--- config.mk ---
export PLATFORM = sky130hd
export DESIGN_NAME = serial_rx
export DESIGN_NICKNAME = d
export VERILOG_FILES = /design/src/rtl/psx_serial_pkg.sv /design/src/rtl/sync_2ff.sv /design/src/rtl/serial_rx.sv
export SDC_FILE = /design/constraint.sdc
export NUM_CORES = 1
export LEC_CHECK = 0
export CAP_MARGIN = 40
export CELL_PAD_IN_SITES_DETAIL_PLACEMENT = 1
export CELL_PAD_IN_SITES_GLOBAL_PLACEMENT = 1
export CORE_MARGIN = 1
export CORE_UTILIZATION = 30
export CTS_CLUSTER_DIAMETER = 150
export CTS_CLUSTER_SIZE = 12
export DETAILED_ROUTE_END_ITERATION = 8
export GPL_ROUTABILITY_DRIVEN = 0
export PLACE_DENSITY = 0.67
export SETUP_SLACK_MARGIN = 0.05
export SLEW_MARGIN = 10
export SYNTH_ARGS = -nofsm -noshare
export SYNTH_HDL_FRONTEND = slang
export SYNTH_HIERARCHICAL = 1
export SYNTH_SLANG_ARGS = --single-unit
--- constraint.sdc ---
create_clock -name clk -period 1.5 [get_ports clk]
set_input_delay 0.225 -clock clk [delete_from_list [all_inputs] [get_ports clk]]
set_output_delay 0.225 -clock clk [all_outputs]
set_load 0.03 [all_outputs]
--- src/rtl/psx_serial_pkg.sv ---
// Shared constants for the PSX harness serial path: receiver state
// encoding, 8N1 frame shape and the default bit period at 48 MHz.
package psx_serial_pkg;

    // Receiver FSM encoding (kept as plain constants for legacy users)
    typedef logic [1:0] rx_state_t;

    localparam rx_state_t S_IDLE  = 2'd0;
    localparam rx_state_t S_START = 2'd1;
    localparam rx_state_t S_DATA  = 2'd2;
    localparam rx_state_t S_STOP  = 2'd3;

    // 8N1 framing: one start bit, eight data bits LSB first, one stop bit
    localparam int DATA_BITS = 8;

    // 48 MHz / 115200 baud
    localparam int DEFAULT_CLKS_PER_BIT = 416;

endpackage

--- src/rtl/sync_2ff.sv ---
// Two-flop synchroniser for asynchronous inputs. The reset value is a
// parameter so idle-high lines (serial RX) and idle-low probes can share it.
module sync_2ff #(
    parameter int               WIDTH     = 1,
    parameter logic [WIDTH-1:0] RESET_VAL = '0
) (
    input  logic             clk,
    input  logic             reset,
    input  logic [WIDTH-1:0] d,
    output logic [WIDTH-1:0] q
);

    logic [WIDTH-1:0] meta_reg;
    logic [WIDTH-1:0] sync_reg;

    // First flop may go metastable; second flop gives it a cycle to settle
    always_ff @(posedge clk) begin
        if (reset) begin
            meta_reg <= RESET_VAL;
            sync_reg <= RESET_VAL;
        end else begin
            meta_reg <= d;
            sync_reg <= meta_reg;
        end
    end

    assign q = sync_reg;

endmodule

--- src/rtl/serial_rx.sv ---
// 8N1 serial receiver: oversamples the synchronised line, takes one sample
// per bit at mid-bit, emits one-cycle byte / framing-error strobes and an
// idle flag after a long mark period.
module serial_rx
    import psx_serial_pkg::*;
#(
    parameter int CLKS_PER_BIT = DEFAULT_CLKS_PER_BIT,
    parameter int IDLE_BITS    = 20
) (
    input  logic       clk,
    input  logic       reset,
    input  logic       rx,
    output logic [7:0] data,
    output logic       strobe,
    output logic       idle,
    output logic       frame_err
);

    localparam int CNT_W    = $clog2(CLKS_PER_BIT);
    localparam int IDX_W    = $clog2(DATA_BITS);
    localparam int IDLE_MAX = IDLE_BITS * CLKS_PER_BIT;
    localparam int IDLE_W   = $clog2(IDLE_MAX + 1);

    localparam logic [CNT_W-1:0]  HALF_LAST = CNT_W'(CLKS_PER_BIT / 2 - 1);
    localparam logic [CNT_W-1:0]  BIT_LAST  = CNT_W'(CLKS_PER_BIT - 1);
    localparam logic [IDX_W-1:0]  IDX_LAST  = IDX_W'(DATA_BITS - 1);
    localparam logic [IDLE_W-1:0] IDLE_SAT  = IDLE_W'(IDLE_MAX);

    logic rx_s;

    rx_state_t              state_reg,    state_next;
    logic [CNT_W-1:0]       cnt_reg,      cnt_next;
    logic [IDX_W-1:0]       bit_idx_reg,  bit_idx_next;
    logic [DATA_BITS-1:0]   shift_reg,    shift_next;
    logic [DATA_BITS-1:0]   data_reg,     data_next;
    logic                   strobe_reg,   strobe_next;
    logic                   ferr_reg,     ferr_next;
    logic                   armed_reg,    armed_next;
    logic [IDLE_W-1:0]      idle_cnt_reg, idle_cnt_next;
    logic                   idle_reg,     idle_next;
    logic                   idle_clear;

    sync_2ff #(
        .WIDTH     (1),
        .RESET_VAL (1'b1)
    ) u_rx_sync (
        .clk   (clk),
        .reset (reset),
        .d     (rx),
        .q     (rx_s)
    );

    // Frame FSM: start-bit qualification, mid-bit data sampling, stop check.
    // armed_reg blocks a held-low line (break / bad stop) from being taken
    // as a new start bit until a mark has been seen.
    always_comb begin
        state_next   = state_reg;
        cnt_next     = cnt_reg;
        bit_idx_next = bit_idx_reg;
        shift_next   = shift_reg;
        data_next    = data_reg;
        strobe_next  = 1'b0;
        ferr_next    = 1'b0;
        armed_next   = armed_reg;
        case (state_reg)
            S_IDLE: begin
                cnt_next = '0;
                if (rx_s) begin
                    armed_next = 1'b1;
                end else if (armed_reg) begin
                    state_next = S_START;
                end
            end
            S_START: begin
                if (cnt_reg == HALF_LAST) begin
                    cnt_next = '0;
                    if (rx_s) begin
                        state_next = S_IDLE;
                    end else begin
                        state_next   = S_DATA;
                        bit_idx_next = '0;
                    end
                end else begin
                    cnt_next = cnt_reg + CNT_W'(1);
                end
            end
            S_DATA: begin
                if (cnt_reg == BIT_LAST) begin
                    cnt_next     = '0;
                    shift_next   = {rx_s, shift_reg[DATA_BITS-1:1]};
                    bit_idx_next = bit_idx_reg + IDX_W'(1);
                    if (bit_idx_reg == IDX_LAST) begin
                        state_next = S_STOP;
                    end
                end else begin
                    cnt_next = cnt_reg + CNT_W'(1);
                end
            end
            S_STOP: begin
                if (cnt_reg == BIT_LAST) begin
                    cnt_next   = '0;
                    state_next = S_IDLE;
                    armed_next = rx_s;
                    if (rx_s) begin
                        data_next   = shift_reg;
                        strobe_next = 1'b1;
                    end else begin
                        ferr_next = 1'b1;
                    end
                end else begin
                    cnt_next = cnt_reg + CNT_W'(1);
                end
            end
            default: begin
                state_next = S_IDLE;
                cnt_next   = '0;
            end
        endcase
    end

    // Idle detector: saturating mark counter; the flag is sticky once the
    // count saturates and is also set by reset so a freshly reset link
    // reads as idle immediately.
    always_comb begin
        idle_clear    = (state_reg != S_IDLE) || !rx_s;
        idle_cnt_next = idle_cnt_reg;
        idle_next     = idle_reg;
        if (idle_clear) begin
            idle_cnt_next = '0;
            idle_next     = 1'b0;
        end else begin
            if (idle_cnt_reg != IDLE_SAT) begin
                idle_cnt_next = idle_cnt_reg + IDLE_W'(1);
            end
            if (idle_cnt_next == IDLE_SAT) begin
                idle_next = 1'b1;
            end
        end
    end

    // State and datapath registers
    always_ff @(posedge clk) begin
        if (reset) begin
            state_reg    <= S_IDLE;
            cnt_reg      <= '0;
            bit_idx_reg  <= '0;
            shift_reg    <= '0;
            data_reg     <= '0;
            strobe_reg   <= 1'b0;
            ferr_reg     <= 1'b0;
            armed_reg    <= 1'b1;
            idle_cnt_reg <= '0;
            idle_reg     <= 1'b1;
        end else begin
            state_reg    <= state_next;
            cnt_reg      <= cnt_next;
            bit_idx_reg  <= bit_idx_next;
            shift_reg    <= shift_next;
            data_reg     <= data_next;
            strobe_reg   <= strobe_next;
            ferr_reg     <= ferr_next;
            armed_reg    <= armed_next;
            idle_cnt_reg <= idle_cnt_next;
            idle_reg     <= idle_next;
        end
    end

    assign data      = data_reg;
    assign strobe    = strobe_reg;
    assign frame_err = ferr_reg;
    assign idle      = idle_reg;

endmodule

---- Word level (Yosys, flattened, before mapping) ----
Cells that the tools add are included.
W data, S select, Z words.
word-level totals
  input bits .............................. 3
  bits in read-only memories .............. 0
  memories kept ........................... 0
  word-level logic and storage cells ...... 72
  flip-flop bits (word level) ............. 50
  RAM bits ................................ 0
  bits in latches ......................... 0
  output and inout bits ................... 11
cells by class
  bitwise operators ....................... 2
  reductions and logical operators ........ 15
  shifts and indexed selects .............. 0
  multiply operators ...................... 0
  equality and inequality tests ........... 16
  $add $sub $neg .......................... 3
  mux-type cells .......................... 24
  div/mod/pow operators ................... 0
  $lt $le $gt $ge ......................... 0
operators by type and width
  operator                 count
  $mux W14                 2
  $pmux W9 S3              1
  $mux W9                  2
  $add A14 B1 Y14 const B  1
  $eq A14 B14 Y1 const B   1
  $mux W2                  7
  $ne A14 B14 Y1 const B   1
  $ne A2 B2 Y1 const B     7
  $add A9 B1 Y9 const B    1
  $eq A9 B8 Y1 const B     1
  $eq A9 B9 Y1 const B     1
  $mux W3                  3
  $pmux W2 S4              1
  $reduce_bool A2 Y1       4
  $mux W1                  6
  $pmux W3 S2              1
  $reduce_and A3 Y1        2
  $reduce_and A6 Y1        1
  $eq A2 B2 Y1 const B     2
  $reduce_and A4 Y1        1
  $reduce_or A2 Y1         2
  $add A3 B1 Y3 const B    1
  $eq A3 B3 Y1 const B     1
  $reduce_or A3 Y1         1
  other kinds (8)          9

---- Logic depth before layout (Yosys ltp) ----
Gate-level depths: netlist (run 1).
  depth after elaboration ................. 6
  depth in mapped cells ................... 8

---- Modules after synthesis ----
Netlist (run 1), hierarchy kept.
by module, submodules not included
  module     instances  cells each  sequential area each (um2)  area an instance (um2)
  serial_rx  1          242         960.9                       2,285.9
  sync_2ff   1          4           40.0                        52.6

---- Worst setup path after synthesis (run 1) ----
Ideal clock, no wire load.
  path type ............................... reg2reg
  from .................................... reg cnt_reg[0]
  to ...................................... reg armed_reg
  data arrival time ....................... 1,498 ps
  path slack .............................. -121 ps
  clock period less this slack ............ 1,621 ps
  setup time .............................. 123 ps
  stages on the path, launching flop included .. 9
  cells stage by stage .................... dfxtp_1 -> ha_1 -> and4_1 -> buf_4 -> and2_4 -> nand4_1 -> buf_6 -> a21boi_1 -> nand3b_1
on the way
  longest elaborated chain between the ends .. 3
RTL lines
  element                      RTL line          text
  start, declared              serial_rx.sv:32   logic [CNT_W-1:0] cnt_reg, cnt_next;
  start signal, assigned       serial_rx.sv:156  cnt_reg <= cnt_next;
  $eq A9 B9 Y1                 serial_rx.sv:100  if (cnt_reg == BIT_LAST) begin
  $ne A2 B2 Y1 (no line)       --
  $reduce_and A3 Y1 (no line)  --
  end signal, assigned         serial_rx.sv:162  armed_reg <= armed_next;
  end, declared                serial_rx.sv:38   logic armed_reg, armed_next;
Every way passes these cells.
A chain may end at the register's enable or synchronous reset.

---- Worst setup path in the final report (run 1) ----
  from .................................... reg idle_cnt_reg[0]
  to ...................................... reg idle_reg, in the netlist idle
on the way
  longest elaborated chain between the ends .. 5
RTL lines
  element                                                   RTL line                            text
  start, declared                                           serial_rx.sv:39                     logic [IDLE_W-1:0] idle_cnt_reg, idle_cnt_next;
  start signal, assigned                                    serial_rx.sv:163                    idle_cnt_reg <= idle_cnt_next;
  $add A14 B1 Y14 / $ne A14 B14 Y1 (equally long branches)  serial_rx.sv:133, serial_rx.sv:132
  $mux W14 *                                                serial_rx.sv:132                    if (idle_cnt_reg != IDLE_SAT) begin
  $mux W14 *                                                serial_rx.sv:128                    if (idle_clear) begin
  $eq A14 B14 Y1 *                                          serial_rx.sv:135                    if (idle_cnt_next == IDLE_SAT) begin
  $reduce_bool A2 Y1 (no line) *                            --
  end signal, assigned                                      serial_rx.sv:164                    idle_reg <= idle_next;
  end, declared                                             serial_rx.sv:40                     logic idle_reg, idle_next;
Every way passes the cells marked *; elsewhere a longest branch is shown, timed or not. The select of a mux whose other input is x is not followed.

==> flow_summary.json, run 1 <==
{
  "hpwl_mm": 3.89,
  "slew_viol_final": 0,
  "syn_area_per_cell_um2": 9.51,
  "switchingPower_mw": 0.586,
  "slowest_delay_ns": 0.38,
  "power_mw": 2.68,
  "ys_types": 53,
  "drive_gt1_share_pct": 34.3,
  "dpl.cell_count": 383,
  "finalNonFillerCells": 402,
  "p_seq_share_pct": 50.8,
  "final_cell_mix": "nor2_1, buf_4, dfxtp_1, mux2i_1",
  "ctsHoldBuffers": 0,
  "ys_seq_elements": 50,
  "finalSetupViolCount": 8,
  "vias": 1922,
  "finalHoldViolCount": 0,
  "crit_path_max_fanout": 6,
  "pwr_density_cell_mw_per_mm2": 842,
  "grt_first_pass_wirelength_mm": 9.48,
  "cts-root-buf": "clkbuf_8",
  "min_period_over_period_pct": 105,
  "overflow": 0,
  "status": "finished, violations left",
  "synth.cell_area_mm2": 0.00234,
  "n_antenna_cell": 0,
  "clkSinkCount": 50,
  "end_kind": "flop",
  "wl_mm": 5.63,
  "p_int_mw": 2.09,
  "cts_max_level": 2,
  "maxCapViolCount": 0,
  "relSlewSlack_pct": 77.0,
  "routedWlPerCell_um": 14.0,
  "die_h_um": 90.3,
  "grt_util_all_layers_pct": 14.3,
  "period_minus_slack_ns": 1.58,
  "switching_share_pct": 21.9,
  "crit_family": "compound AO/OA/AOI/OAI gates",
  "initial_core_util_pct": 31.6,
  "rows": 31,
  "violations": "negative setup slack",
  "hold_class": "reg -> reg",
  "syn_inst": 246,
  "grt_max_degree": 27,
  "first_pass_iters": 4,
  "io_buffers": 13,
  "startpoint_type": "flop",
  "core_region_area_mm2": 0.00741,
  "drt_iter0_drc": 37,
  "worst_slew_pin_slew_ns": 0.342,
  "viasPerCell": 4.78,
  "skew_ns": 0.00968,
  "ios": 14,
  "crit_chain": "ha_4 -> nand3_4 -> buf_6 -> o21ai_2 -> and4b_1 -> o2111ai_1 -> o21ai_1",
  "cp.buffers_inverters": 1,
  "ir_drop_uv": 433,
  "ys.flop_type": "dfxtp_1",
  "arrival_ns": 1.82,
  "cts_max_path_buffers": 2,
  "regArea_mm2": 0.00102,
  "largest_register_ffs": 14,
  "clkTransAtPathRegs_ns": 0.10,
  "fin_area_mm2": 0.00318,
  "setup_ws_ns": -0.0781,
  "synth-seq-area-share_pct": 42.8,
  "syn_nets": 254,
  "die-area_mm2": 0.00815,
  "hold_depth": 1,
  "drc": 0,
  "n_fill_cell": 846,
  "die_w_um": 90.3,
  "fmax_mhz": 634,
  "cp.depth": 7,
  "ys_async_sr_fraction_pct": 0,
  "tritoncts": "yes",
  "p_comb_share_pct": 6.5,
  "required_ns": 1.75,
  "numCtsBuffers": 5,
  "leakage_nw": 1.37,
  "path_class": "reg -> reg",
  "slowest_stage": "dfxtp_4",
  "multi_input_area_mm2": 0.00138,
  "nets": 310,
  "rsz0062_at_grt": "yes",
  "dpl-instance-area_mm2": 0.00283,
  "clk_latency_ns": 0.31,
  "grt_pass1_vias": 1948,
  "ys_warn_count": 6,
  "rr_worst_depth": 7,
  "antenna_found_initial": 0,
  "synth_edf_count": 0,
  "postRouteAntennaNets": 0,
  "syn_to_final_growth_pct": 36.1,
  "pwr-share-clk_pct": 42.7
}
-- routing by layer --
layer  global-route usage, %  routed length [µm]  vias to the layer above
li1                        -                   -                      967
met1                    18.6                2690                      930
met2                    24.0                2720                       17
met3                    2.78                 111                        8
met4                    4.30                  96                        0
met5                       0                   0                        -
-- synthesized netlist by cell type (2+ instances only) --
library cell,n,share of area (%)
xnor2_1,12,4.5
nor3_2,2,0.86
buf_2,2,0.43
xor2_1,6,2.2
buf_6,3,1.4
nor4b_1,2,0.75
and4_1,3,1.1
nand3_1,5,1.1
buf_4,2,0.64
dfxtp_1,50,43
clkbuf_1,4,0.64
nand2_1,9,1.4
or2_2,2,0.53
a31oi_1,3,0.80
and2_1,2,0.53
o21ba_2,2,0.86
nand4_1,4,1.1
nand2b_1,3,0.80
nor3_1,4,0.86
or2_1,2,0.53
nor4_2,2,1.1
mux2i_1,20,8.6
nor4_1,5,1.3
a21oi_1,6,1.3
nor2b_1,5,1.3
and4bb_1,2,1.1
nor2_1,45,7.2
inv_1,6,0.96
o21ai_0,3,0.64
and3_1,3,0.80
ha_1,5,2.7
-- cell families (layout without fill, tap and decap cells) --
logic type,Yosys count,in the layout,share of synthesized area (%)
AO/OA/AOI/OAI,25,25,8.03
multiplexers,21,21,9.04
adder cells (fa/ha/maj),5,5,2.68
AND/OR/NAND/NOR,109,109,26.4
XOR/XNOR,18,18,6.74
buffers and inverters,18,75,4.33
flip-flops,50,50,42.8
-- stage by stage --
| step | setup slack (ns) | hold WS, ns | setup TNS, ns | util, % |
|---|---|---|---|---|
| 2_1_floorplan | -0.0104 | 0.322 | -0.0208 | - |
| 5_1_grt | -0.143 | 0.491 | -1.33 | 43.0 |
| 4_1_cts | -0.0635 | 0.469 | -0.231 | 41.3 |
| 3_5_place_dp | -0.0970 | 0.455 | -1.28 | 38.2 |
| 3_3_place_gp | -0.0480 | 0.426 | -0.0817 | 38.2 |
| 6_report | -0.0781 | 0.453 | -0.165 | 43.0 |
-- power by group through the flow --
stage / Clock, mW / Sequential, mW / Combinational, mW
5_1_grt: 1.23 / 1.37 / 0.190
3_5_place_dp: 0 / 1.40 / 0.147
4_1_cts: 1.18 / 1.36 / 0.167
2_1_floorplan: 0 / 1.40 / 0.0857
6_report: 1.15 / 1.36 / 0.174
3_3_place_gp: 0 / 1.40 / 0.146
-- path summary, 6_finish.rpt --
kind	end	startpoint	slack, ns
setup / recovery	idle	idle_cnt_reg[0]	-0.08
hold / removal	u_rx_sync/q	u_rx_sync/meta_reg	0.45
setup reg to reg	idle	idle_cnt_reg[0]	-0.08
hold reg to reg	u_rx_sync/q	u_rx_sync/meta_reg	0.45
-- worst register-to-register path: stages (launching register included) --
cell and delay, ns:
dfxtp_4 0.38, ha_4 0.16, nand3_4 0.13, buf_6 0.16, o21ai_2 0.16, and4b_1 0.23, o2111ai_1 0.15, o21ai_1 0.15
-- layout make-up --
type	instances	area share, %
clock buffer	5	2.16
timing repair buffer	61	15.7
tap	99	3.89
multi-input combinational	178	43.2
clock inverter	3	2.16
sequential	50	32.2
inverter	6	0.708
-- repair_timing --
action	4_1_cts	5_1_grt
pin swaps	8	11
endpoints found under the setup margin	36	41
resized for setup	28	25
buffers inserted	8	3
Power figures use the tool's default switching activity.
==> run 2, diff against run 1 <==
--- a/config.mk
+++ b/config.mk
@@ -5,6 +5,7 @@
 export SDC_FILE = /design/constraint.sdc
 export NUM_CORES = 1
 export LEC_CHECK = 0
+export ABC_AREA = 0
 export CAP_MARGIN = 40
 export CELL_PAD_IN_SITES_DETAIL_PLACEMENT = 1
 export CELL_PAD_IN_SITES_GLOBAL_PLACEMENT = 1
==> results of run 2 <==
No change in the layout: final DEF, timing and power equal those of run 1.
==> run 3, diff against run 2 <==
--- a/config.mk
+++ b/config.mk
@@ -10,12 +10,13 @@
 export CELL_PAD_IN_SITES_DETAIL_PLACEMENT = 1
 export CELL_PAD_IN_SITES_GLOBAL_PLACEMENT = 1
 export CORE_MARGIN = 1
-export CORE_UTILIZATION = 30
+export CORE_UTILIZATION = 39
 export CTS_CLUSTER_DIAMETER = 150
 export CTS_CLUSTER_SIZE = 12
 export DETAILED_ROUTE_END_ITERATION = 8
+export DONT_BUFFER_PORTS = 1
 export GPL_ROUTABILITY_DRIVEN = 0
-export PLACE_DENSITY = 0.67
+export PLACE_DENSITY = 0.76
 export SETUP_SLACK_MARGIN = 0.05
 export SLEW_MARGIN = 10
 export SYNTH_ARGS = -nofsm -noshare
==> flow_summary.json, run 3 (synthesized netlist as in run 1, its figures left out) <==
{
  "overflow": 0,
  "dr_wl_met3_um": 172,
  "p_seq_share_pct": 57.8,
  "finalNonFillerCells": 367,
  "rows": 27,
  "relSlewSlack_pct": 71.0,
  "crit_family": "simple AND/OR/NAND/NOR gates",
  "grt_util_all_layers_pct": 20.2,
  "rr_worst_depth": 6,
  "rsz0062_at_grt": "yes",
  "drt_iter0_drc": 52,
  "clkTransAtPathRegs_ns": 0.09,
  "arrival_ns": 1.85,
  "dpl-instance-area_mm2": 0.00272,
  "fin_area_mm2": 0.00318,
  "n_fill_cell": 620,
  "r2r_start": "cnt_reg[6]",
  "drc": 0,
  "first_pass_iters": 4,
  "status": "finished, violations left",
  "period_minus_slack_ns": 1.65,
  "vias": 1959,
  "wl_met2_mm": 3.29,
  "drive_gt1_share_pct": 42.0,
  "skew_ns": 0.00853,
  "leakage_nw": 1.30,
  "crit_path_max_fanout": 7,
  "finalSetupViolCount": 20,
  "slew_viol_final": 0,
  "p_comb_share_pct": 7.5,
  "min_period_over_period_pct": 110,
  "wl_mm": 6.55,
  "initial_core_util_pct": 41.5,
  "cp-endpoint": "data[1]",
  "post-place-ws_ns": -0.107,
  "postRouteAntennaNets": 0,
  "core_region_area_mm2": 0.00564,
  "largest_register_ffs": 14,
  "slowest_delay_ns": 0.37,
  "path_class": "reg -> reg",
  "die_h_um": 79.4,
  "setup_ws_ns": -0.153,
  "worst_slew_pin_slew_ns": 0.435,
  "end_kind": "flop",
  "io_buffers": 0,
  "switchingPower_mw": 0.566,
  "hold_class": "in -> reg",
  "slowest_stage": "and4bb_2",
  "pwr_density_cell_mw_per_mm2": 749,
  "hpwl_mm": 4.03,
  "cts_max_level": 2,
  "maxUsedRoutingLayer": "met4",
  "required_ns": 1.70,
  "cp.buffers_inverters": 1,
  "dpl.cell_count": 348,
  "routedWlPerCell_um": 17.9,
  "syn_to_final_growth_pct": 35.9,
  "pwr-share-clk_pct": 34.7,
  "die-area_mm2": 0.00631,
  "multi_input_area_mm2": 0.00150,
  "grt_first_pass_wirelength_mm": 9.82,
  "viasPerCell": 5.34,
  "ios": 14,
  "die_w_um": 79.4,
  "switching_share_pct": 23.8,
  "post-route-util_pct": 56.3,
  "p_int_mw": 1.81,
  "maxCapViolCount": 0,
  "clk_latency_ns": 0.32,
  "cp.depth": 6,
  "grt_max_degree": 31,
  "crit_chain": "and4bb_2 -> and2_4 -> nand4_1 -> buf_6 -> mux2i_1 -> nor2_1",
  "final_common_cell": "buf_4",
  "reg2reg_slack_ns": -0.15,
  "cts-root-buf": "clkbuf_8",
  "final_cell_mix": "buf_4, nor2_1, dfxtp_1, mux2i_1, dfxtp_2",
  "cts_max_path_buffers": 2,
  "regArea_mm2": 0.00103,
  "violations": "negative hold slack, negative setup slack",
  "fmax_mhz": 605,
  "hold_ws_ns": -0.0178,
  "ir_drop_uv": 458,
  "startpoint_type": "flop",
  "antenna_found_initial": 0,
  "nets": 302,
  "n_antenna_cell": 0,
  "finalHoldViolCount": 22,
  "tritoncts": "yes",
  "r2r-end": "data[1]",
  "critPathLaunch": "cnt_reg[6]",
  "numCtsBuffers": 5,
  "grt_pass1_vias": 2093,
  "clkSinkCount": 50,
  "met1_length_mm": 2.79
}
## run 3: cell count changes in the layout (fill, tap and decap cells not counted), moves of 3 or more
cell           delta
buf_4             +3
dfxtp_1           -3
dfxtp_2           +4
dlygate4sd2_1    -11
mux2i_1           -3
nor4_1            -3
nor4_2            +3
## run 3: how the worst min path moves through the flow
stage | startpoint | to | depth (start not counted)
final | reset | flop | 1
after detailed placement | reset | state_reg[0] | 1
after floorplan | reset | u_rx_sync/meta_reg | 1
after global placement | reset | state_reg[0] | 1
after global routing | reset | data[0] | 1
after CTS | reset | data[0] | 1
## run 3: final cells by class
class                      instances  share of cell area (%)
clock buffer                       7                    2.72
sequential                        50                    32.3
multi-input combinational        178                    47.2
tap                               72                    2.83
timing repair buffer              53                    14.0
inverter                           6                   0.787
clock inverter                     1                   0.157
## run 3: power groups by stage
stage / combinational (mW) / sequential, mW / clock (mW)
after global placement: 0.121 / 1.40 / 0
after global routing: 0.193 / 1.38 / 0.897
after floorplan: 0.0857 / 1.40 / 0
after CTS: 0.143 / 1.37 / 0.847
final: 0.179 / 1.38 / 0.826
after detailed placement: 0.127 / 1.40 / 0
## run 3: metrics by stage
| stage | hold WS (ns) | power [mW] | TNS [ns] |
|---|---|---|---|
| 5_1_grt | -0.0382 | 2.47 | -3.30 |
| 3_5_place_dp | 0.306 | 1.53 | -0.584 |
| 6_report | -0.0178 | 2.38 | -1.10 |
| 4_1_cts | -0.0220 | 2.36 | -0.139 |
| 2_1_floorplan | 0.322 | 1.48 | -0.0208 |
| 3_3_place_gp | 0.304 | 1.52 | -0.0156 |
## run 3: layer usage
metal,track usage [%],vias up
li1,-,953
met1,22.4,957
met2,36.8,27
met3,3.77,22
met4,9.82,0
met5,0,-
## run 3: worst reg2reg max path: cells and delay by family (launching register included)
family                 cells  cell delay (ns)
buffers and inverters      1             0.20
flip-flops                 1             0.35
multiplexers               1             0.20
AND/OR/NAND/NOR            4             0.79
## run 3: repair_timing
action / in CTS / in global routing
buffers inserted: 5 / 7
endpoints found under the setup margin: 33 / 39
resized for setup: 29 / 38
pin swaps: 8 / 20
hold endpoints to repair: 23 / 24
